==> config.mk <==
export PLATFORM = sky130hd
export DESIGN_NAME = fpu_mantissa_mul_arbiter
export DESIGN_NICKNAME = d
export VERILOG_FILES = /design/src/rtl/fpu_mantissa_mul_arbiter_pkg.sv /design/src/rtl/fpu_mmul_pipe.sv /design/src/rtl/fpu_mantissa_mul_arbiter.sv
export SDC_FILE = /design/constraint.sdc
export NUM_CORES = 1
export LEC_CHECK = 0
export CAP_MARGIN = 20
export CORE_UTILIZATION = 50
export CTS_CLUSTER_DIAMETER = 120
export DETAILED_ROUTE_END_ITERATION = 6
export PLACE_DENSITY = 0.75
export SKIP_CTS_REPAIR_TIMING = 1
export SLEW_MARGIN = 30
export SYNTH_ARGS = -nofsm -noshare
export SYNTH_HDL_FRONTEND = slang
export SYNTH_SLANG_ARGS = --single-unit
==> constraint.sdc <==
create_clock -name clk -period 6.2 [get_ports clk]
set_clock_uncertainty 0.2 [all_clocks]
set_input_delay 1.24 -clock clk [delete_from_list [all_inputs] [get_ports clk]]
set_output_delay 1.24 -clock clk [all_outputs]
set_load 0.01 [all_outputs]
==> src/rtl/fpu_mantissa_mul_arbiter_pkg.sv <==
// ---------------------------------------------------------------------------
// fpu_mantissa_mul_arbiter_pkg
//   Shared constants for the mantissa multiplier arbiter and its pipeline.
//   FPU_MAN_W / FPU_PROD_W describe the default bfloat16 configuration
//   (stored mantissa of 7 bits). The helper functions give the same widths
//   for any mantissa width so parameterised modules stay consistent.
//   REQ_FMADD / REQ_FMUL are the requester IDs returned on rsp_id.
// ---------------------------------------------------------------------------
package fpu_mantissa_mul_arbiter_pkg;

  localparam int FPU_MAN_DEF = 7;
  // Operand: hidden bit + stored mantissa + guard bit.
  localparam int FPU_MAN_W   = FPU_MAN_DEF + 2;
  // Full unsigned product of two operands, never truncated.
  localparam int FPU_PROD_W  = 2 * FPU_MAN_DEF + 4;

  localparam logic REQ_FMADD = 1'b0;
  localparam logic REQ_FMUL  = 1'b1;

  function automatic int man_w(input int man);
    return man + 2;
  endfunction

  function automatic int prod_w(input int man);
    return 2 * man + 4;
  endfunction

endpackage

==> src/rtl/fpu_mmul_pipe.sv <==
// ---------------------------------------------------------------------------
// fpu_mmul_pipe
//   LAT-deep shift register carrying valid/id/tag/product, with the shared
//   mantissa multiplier sitting on the stage-0 operands. All stages move
//   together when i_adv is high and hold otherwise.
//
//   Ports
//     clk, rst_l        clock, asynchronous active-low reset
//     i_adv             shift enable for every stage
//     i_vld             an accepted request enters stage 0 on this advance
//     i_id, i_tag       requester ID and tag of the accepted request
//     i_a, i_b          operands of the accepted request (MAN+2 bits)
//     o_vld             last-stage valid (product presented)
//     o_busy            any stage holds a valid entry
//     o_id, o_tag       ID / tag of the presented product, 0 when !o_vld
//     o_prod            unsigned product (2*MAN+4 bits), 0 when !o_vld
// ---------------------------------------------------------------------------
module fpu_mmul_pipe
  import fpu_mantissa_mul_arbiter_pkg::*;
#(
  parameter int MAN   = FPU_MAN_DEF,
  parameter int LAT   = 2,
  parameter int TAG_W = 4
) (
  input  logic               clk,
  input  logic               rst_l,
  input  logic               i_adv,
  input  logic               i_vld,
  input  logic               i_id,
  input  logic [TAG_W-1:0]   i_tag,
  input  logic [MAN+1:0]     i_a,
  input  logic [MAN+1:0]     i_b,
  output logic               o_vld,
  output logic               o_busy,
  output logic               o_id,
  output logic [TAG_W-1:0]   o_tag,
  output logic [2*MAN+3:0]   o_prod
);

  localparam int MW = man_w(MAN);
  localparam int PW = prod_w(MAN);

  logic [LAT-1:0]   r_vld;
  logic [LAT-1:0]   r_id;
  logic [TAG_W-1:0] r_tag [LAT];
  logic [MW-1:0]    r_a;
  logic [MW-1:0]    r_b;

  logic             w_act;
  logic [PW-1:0]    w_mul;
  logic [PW-1:0]    w_prod [LAT];

  // Control shift register. ID/tag of stage 0 only load on an issued
  // operation; bubbles carry stale ID/tag that the output gating hides.
  always_ff @(posedge clk or negedge rst_l) begin
    if (!rst_l) begin
      r_vld <= '0;
      r_id  <= '0;
      for (int i = 0; i < LAT; i++) r_tag[i] <= '0;
    end else if (i_adv) begin
      for (int i = LAT - 1; i > 0; i--) begin
        r_vld[i] <= r_vld[i-1];
        r_id[i]  <= r_id[i-1];
        r_tag[i] <= r_tag[i-1];
      end
      r_vld[0] <= i_vld;
      if (i_vld) begin
        r_id[0]  <= i_id;
        r_tag[0] <= i_tag;
      end
    end
  end

  // Operand registers change only when an operation is issued, so the
  // multiplier inputs stay quiet during idle and bubble cycles.
  always_ff @(posedge clk or negedge rst_l) begin
    if (!rst_l) begin
      r_a <= '0;
      r_b <= '0;
    end else if (i_adv && i_vld) begin
      r_a <= i_a;
      r_b <= i_b;
    end
  end

  // Multiplier activation follows the stage-0 valid bit.
  assign w_act     = r_vld[0];
  assign w_mul     = w_act ? (PW'(r_a) * PW'(r_b)) : '0;
  assign w_prod[0] = w_mul;

  // Product registers for stages 1..LAT-1 (none when LAT == 1).
  for (genvar s = 1; s < LAT; s++) begin : g_stage
    logic [PW-1:0] r_prod;
    always_ff @(posedge clk or negedge rst_l) begin
      if (!rst_l)     r_prod <= '0;
      else if (i_adv) r_prod <= w_prod[s-1];
    end
    assign w_prod[s] = r_prod;
  end

  assign o_vld  = r_vld[LAT-1];
  assign o_busy = |r_vld;
  assign o_id   = o_vld & r_id[LAT-1];
  assign o_tag  = o_vld ? r_tag[LAT-1]  : '0;
  assign o_prod = o_vld ? w_prod[LAT-1] : '0;

endmodule

==> src/rtl/fpu_mantissa_mul_arbiter.sv <==
// ---------------------------------------------------------------------------
// fpu_mantissa_mul_arbiter
//   Shares one pipelined mantissa multiplier between the FMADD path
//   (requester 0) and the FMUL/convert path (requester 1) with round-robin
//   arbitration. Products return in acceptance order with requester ID and
//   tag on a single backpressured result channel.
//
//   Ports
//     clk, rst_l              clock, asynchronous active-low reset
//     req_valid[1:0]          request valid, bit i = requester i
//     req_ready[1:0]          request accept, at most one bit set
//     req0_a/b, req1_a/b      operands (MAN+2 bits)
//     req0_tag, req1_tag      opaque tags (TAG_W bits)
//     rsp_valid / rsp_ready   result handshake
//     rsp_id, rsp_tag         issuing requester and its tag
//     rsp_product             full unsigned A*B (2*MAN+4 bits)
//     busy                    any pipeline stage holds a valid entry
//
//   Handshake: a transfer happens on a rising edge where valid && ready.
//   req_ready is combinational from req_valid, rsp_ready and the output
//   stage; requesters must not make req_valid depend on req_ready. Once
//   rsp_valid is high the product, ID and tag hold until rsp_ready.
//   A requester may drop req_valid without being accepted.
// ---------------------------------------------------------------------------
module fpu_mantissa_mul_arbiter
  import fpu_mantissa_mul_arbiter_pkg::*;
#(
  parameter int MAN   = FPU_MAN_DEF,
  parameter int LAT   = 2,
  parameter int TAG_W = 4
) (
  input  logic               clk,
  input  logic               rst_l,
  input  logic [1:0]         req_valid,
  output logic [1:0]         req_ready,
  input  logic [MAN+1:0]     req0_a,
  input  logic [MAN+1:0]     req0_b,
  input  logic [MAN+1:0]     req1_a,
  input  logic [MAN+1:0]     req1_b,
  input  logic [TAG_W-1:0]   req0_tag,
  input  logic [TAG_W-1:0]   req1_tag,
  output logic               rsp_valid,
  input  logic               rsp_ready,
  output logic               rsp_id,
  output logic [TAG_W-1:0]   rsp_tag,
  output logic [2*MAN+3:0]   rsp_product,
  output logic               busy
);

  // Round-robin pointer: the requester that wins when both are valid.
  logic               r_ptr;
  logic               w_adv;
  logic [1:0]         w_grant;
  logic               w_accept;
  logic               w_win;
  logic [MAN+1:0]     w_a;
  logic [MAN+1:0]     w_b;
  logic [TAG_W-1:0]   w_tag;

  always_comb begin
    w_grant = req_valid;
    if (req_valid == 2'b11) begin
      w_grant = (r_ptr == REQ_FMUL) ? 2'b10 : 2'b01;
    end
  end

  // The whole pipe moves unless a product sits unaccepted at the output.
  assign w_adv     = !rsp_valid || rsp_ready;
  // No grants while reset is asserted.
  assign req_ready = (rst_l && w_adv) ? w_grant : 2'b00;
  assign w_accept  = |(req_valid & req_ready);
  assign w_win     = req_ready[1];

  assign w_a   = w_win ? req1_a   : req0_a;
  assign w_b   = w_win ? req1_b   : req0_b;
  assign w_tag = w_win ? req1_tag : req0_tag;

  // After an acceptance the other requester gets priority.
  always_ff @(posedge clk or negedge rst_l) begin
    if (!rst_l)        r_ptr <= REQ_FMADD;
    else if (w_accept) r_ptr <= ~w_win;
  end

  fpu_mmul_pipe #(
    .MAN   (MAN),
    .LAT   (LAT),
    .TAG_W (TAG_W)
  ) u_pipe (
    .clk    (clk),
    .rst_l  (rst_l),
    .i_adv  (w_adv),
    .i_vld  (w_accept),
    .i_id   (w_win),
    .i_tag  (w_tag),
    .i_a    (w_a),
    .i_b    (w_b),
    .o_vld  (rsp_valid),
    .o_busy (busy),
    .o_id   (rsp_id),
    .o_tag  (rsp_tag),
    .o_prod (rsp_product)
  );

endmodule

# ---- After elaboration in Yosys (flattened, before gate mapping)
# Index checks and enable logic that the tools add are counted.
dict set report word_totals {
  ff_bits 49
}
dict set report op_classes {
  multipliers 1
  n_eq_ne 1
  mux 9
  bitwise 3
  reduce_logical 7
}
# op n
set op_table {}
lappend op_table {{2-to-1 mux 18 bit} 2}
lappend op_table {{multiplier 9 x 9 -> 18 bit} 1}
lappend op_table {{2-to-1 mux 9 bit} 2}
lappend op_table {{2-to-1 mux 4 bit} 2}
lappend op_table {{2-to-1 mux 2 bit} 3}
lappend op_table {{OR reduction 2 bit} 2}
lappend op_table {{AND 2 bit} 1}
lappend op_table {{equality test 2 bit, second input constant} 1}
lappend op_table {{logical AND 1 bit} 2}
lappend op_table {{AND reduction 2 bit} 1}
lappend op_table {{AND 1 bit} 1}
lappend op_table {{logical NOT 1 bit} 1}
lappend op_table {{logical OR 1 bit} 1}
lappend op_table {{NOT 1 bit} 1}

# ---- Logic depth before layout (Yosys ltp)
dict set report depth {
  word_depth 7
  depth_mapped 16
}

# ---- Modules after synthesis
# A second synthesis with hierarchy kept.
dict set report unflattened {
  hier_cells 513
  area_unflattened_um2 5077.4
}
# module n_inst cells_each area_each_um2
set modules_own_cells {}
lappend modules_own_cells {fpu_mmul_pipe 1 479 4624.4}
lappend modules_own_cells {fpu_mantissa_mul_arbiter 1 34 452.9}

# ---- Least setup slack after synthesis
# Ideal clock, no wire load.
dict set report synth_path {
  path_type {register to register}
  startpoint {register u_pipe.r_a[5]}
  endpoint {register u_pipe.g_stage[1].r_prod[16]}
  arrival_ps 4404
  setup_slack_ps 1475
  stages_incl_launch_ff 16
  n_path_buf 1
  synth_period_minus_slack_ps 4725
  path_cell_list {dfrtp_1 > clkbuf_1 > nand2_1 > fa_1 > fa_1 > inv_1 > fa_1 > inv_1 > fa_1 > inv_1 > ha_1 > a21o_1 > a221oi_2 > nor3_1 > or3_1 > a32o_1}
}
dict set report synth_between {
  elab_chain_len 2
}
# element line_no
set synth_lines {}
lappend synth_lines {{start: declaration} fpu_mmul_pipe.sv:46} ;# logic [MW-1:0] r_a;
lappend synth_lines {{start signal: assignment} fpu_mmul_pipe.sv:81} ;# r_a <= i_a;
lappend synth_lines {{multiplier 9 x 9 -> 18 bit} fpu_mmul_pipe.sv:88} ;# assign w_mul = w_act ? (PW'(r_a) * PW'(r_b)) : '0;
lappend synth_lines {{2-to-1 mux 18 bit} fpu_mmul_pipe.sv:88}
lappend synth_lines {{end signal: assignment} fpu_mmul_pipe.sv:96} ;# else if (i_adv) r_prod <= w_prod[s-1];
lappend synth_lines {{end: declaration} fpu_mmul_pipe.sv:93} ;# logic [PW-1:0] r_prod;
# Every way passes these cells.
# A chain may end at the register's enable or synchronous reset.

# ---- Worst setup path in the final report
dict set report layout_path {
  startpoint {register u_pipe.r_a[4]}
  endpoint {register u_pipe.g_stage[1].r_prod[16]}
}
# The elaborated chain is that of the path after synthesis.

==> impl_metrics.tcl <==
set metrics [dict create \
    firstDrtPassIters 4 \
    portBuffers 75 \
    async_reset_ff_frac 1.000 \
    multiInputGateArea_sq_um 3122 \
    clk_pin_slew_ns 0.10 \
    finalNonFillerCells 734 \
    max_slew_margin 0.4631 \
    hold_path_class "reg -> reg" \
    via_per_inst 5.185 \
    htree_levels 2 \
    grt.total_usage 0.2306 \
    grt_pass1_wl_mm 18.03 \
    synth_area_leader_cell "dfrtp_1" \
    die_h_microns 99.50 \
    cts-root-buf "clkbuf_8" \
    drc_errors 0 \
    outcome "finished, final reports clean" \
    area.growth.synth_to_final_pct 19.77 \
    tightest_slew_ns 0.8034 \
    synth-edff-count 0 \
    rows 35 \
    synth_top_area_share 0.2580 \
    cp-startpoint "u_pipe.r_a[4]" \
    clk_latency_ns 0.29 \
    hpwl_mm 8.770 \
    wl_mm 10.53 \
    min_period_ns 4.917 \
    worstHoldStart "u_pipe.r_tag[3]" \
    cts_tree "built" \
    r2r-start "u_pipe.r_a[4]" \
    fin_setup_tns_ns 0 \
    core_sq_um 9240 \
    gp_congestion 0.8881 \
    synth_ff_type "dfrtp_1" \
    synth_cell_types 46 \
    arrival_ns 4.91 \
    n_fill_cell 801 \
    cts.path.max_buffers 2 \
    syn_area_sq_um 4753 \
    die_area_sq_um 9900 \
    wl_per_cell_microns 14.35 \
    syn_area_per_cell_sq_um 8.706 \
    postRouteAntennaNets 0 \
    grt.overflow.total 0 \
    post-place-cells 727 \
    crit_path_end_kind "register" \
    ys_ff_latch 49 \
    fmax_mhz 203.4 \
    period_share 0.7931 \
    max_cap_viol_count 0 \
    grt_max_degree 29 \
    start_kind "register" \
    grt_pass1_vias 3923 \
    setup_viol 0 \
    synth-warning-count 0 \
    rsz0062_at_grt "no" \
    regArea_sq_um 1226 \
    synth.area.top_cells "dfrtp_1 26%, fa_1 21%, ha_1 10%" \
    final_layout_size_suffix_gt1_frac 0.03140 \
    antennaDiodeCount 0 \
    yosysSeqAreaShare 0.2580 \
    die_x_microns 99.50 \
    drtIter0Drc 163 \
    crit_fanout 10 \
    finalHoldViolations 0 \
    antenna_found_initial 0 \
    cts.sinks 49 \
    worstPathRequired_ns 6.19 \
    start_util 0.5144 \
    syn-num-nets 683 \
    cts_buffers 5 \
    finalNetCount 742 \
    maxSlewViolCount 0 \
    placed_area_sq_um 5585 \
    path_class "reg -> reg" \
    synthCells 546 \
    design_area_sq_um 5693 \
    io_pins 76 \
    vias 3806 \
]
[state kept, by name (all words and copies together) (netlist names)]
register,count
u_pipe.r_b,9
r_ptr,1
u_pipe.g_stage.r_prod,18
u_pipe.r_tag,8
u_pipe.r_vld,2
u_pipe.r_a,9
u_pipe.r_id,2
[layer usage]
layer / GRT usage / routed length [microns] / vias up / part of all wire
li1: - / - / 1844 / -
met1: 0.2976 / 4548 / 1841 / 0.43
met2: 0.4103 / 5337 / 107 / 0.51
met3: 0.03373 / 468 / 14 / 0.044
met4: 0.05317 / 178 / 0 / 0.017
met5: 0 / 0 / - / 0
[cells in the final DEF (no fill, tap or decap), types with 6 or more instances in the layout]
cell	instances
and2_1	70
inv_1	78
o21ai_0	11
o22ai_1	24
a21o_1	6
fa_1	50
nand3_1	11
ha_1	38
dfrtp_1	49
a21oi_1	7
nor2_1	51
clkdlybuf4s50_1	74
nand2_1	75
[cells by family after synthesis]
kind of cell / after synthesis / synth area share
AO/OA/AOI/OAI: 68 / 0.09871
XOR/XNOR: 8 / 0.01474
adder cells (fa/ha/maj): 88 / 0.3106
buffers and inverters: 106 / 0.08529
flip-flops: 49 / 0.2580
multiplexers: 2 / 0.004212
AND/OR/NAND/NOR: 225 / 0.2285
[worst max-delay path: stages, from the launching register on]
cell      delay, ns
dfrtp_1        0.55
nand2_1        0.13
fa_1           0.51
fa_1           0.54
inv_1          0.05
fa_1           0.53
inv_1          0.05
fa_1           0.53
inv_1          0.04
ha_1           0.36
a21o_1         0.19
a221oi_2       0.41
nor3_1         0.12
or3_1          0.36
a32o_1         0.25
[stage by stage]
step                      worst slack [ns]  hold WS (ns)  utilization
after CTS                            1.275        0.2728       0.6161
after global placement               1.343        0.2441       0.6045
after global routing                 1.083        0.3036       0.6161
final                                1.283        0.2682       0.6161
after floorplan                      1.475        0.2311            -
after detailed placement             1.279        0.2503       0.6045
[area by class of cell]
| cell class | count | share of cell area |
|---|---|---|
| clock buffer | 5 | 0.01209 |
| clock inverter | 2 | 0.006813 |
| inverter | 78 | 0.05143 |
| multi-input combinational | 391 | 0.5484 |
| sequential | 49 | 0.2154 |
| tap | 129 | 0.02835 |
| timing repair buffer | 80 | 0.1376 |
[final timing paths]
check / end / slack, ns / cells after the start
max: u_pipe.g_stage[1].r_prod[16] / 1.28 / 14
min: u_pipe.r_tag[3] / 0.27 / 2
max reg2reg: u_pipe.g_stage[1].r_prod[16] / 1.28 / 14
min reg2reg: u_pipe.r_tag[3] / 0.27 / 2
max in group asynchronous: u_pipe.g_stage[1].r_prod[17] / 4.30 / 2
min in group asynchronous: u_pipe.r_id[0] / 0.73 / 1
[synthesized netlist by cell type, drive strengths merged (2+ instances only)]
cell type  number
clkbuf         24
o32ai           2
nor3            3
dfrtp          49
nor2           51
fa             50
buf             4
nand4           2
o22ai          24
xor2            4
a221oi          2
ha             38
and2           70
inv            78
nand2          75
a21oi           7
nor3b           2
a21o            6
o21ai          11
nand2b          4
xnor2           4
o21a            3
nand3          11
mux2i           2
Power is not shown: default switching activity piles up to over one toggle a cycle in this logic, so the estimate is an artifact.
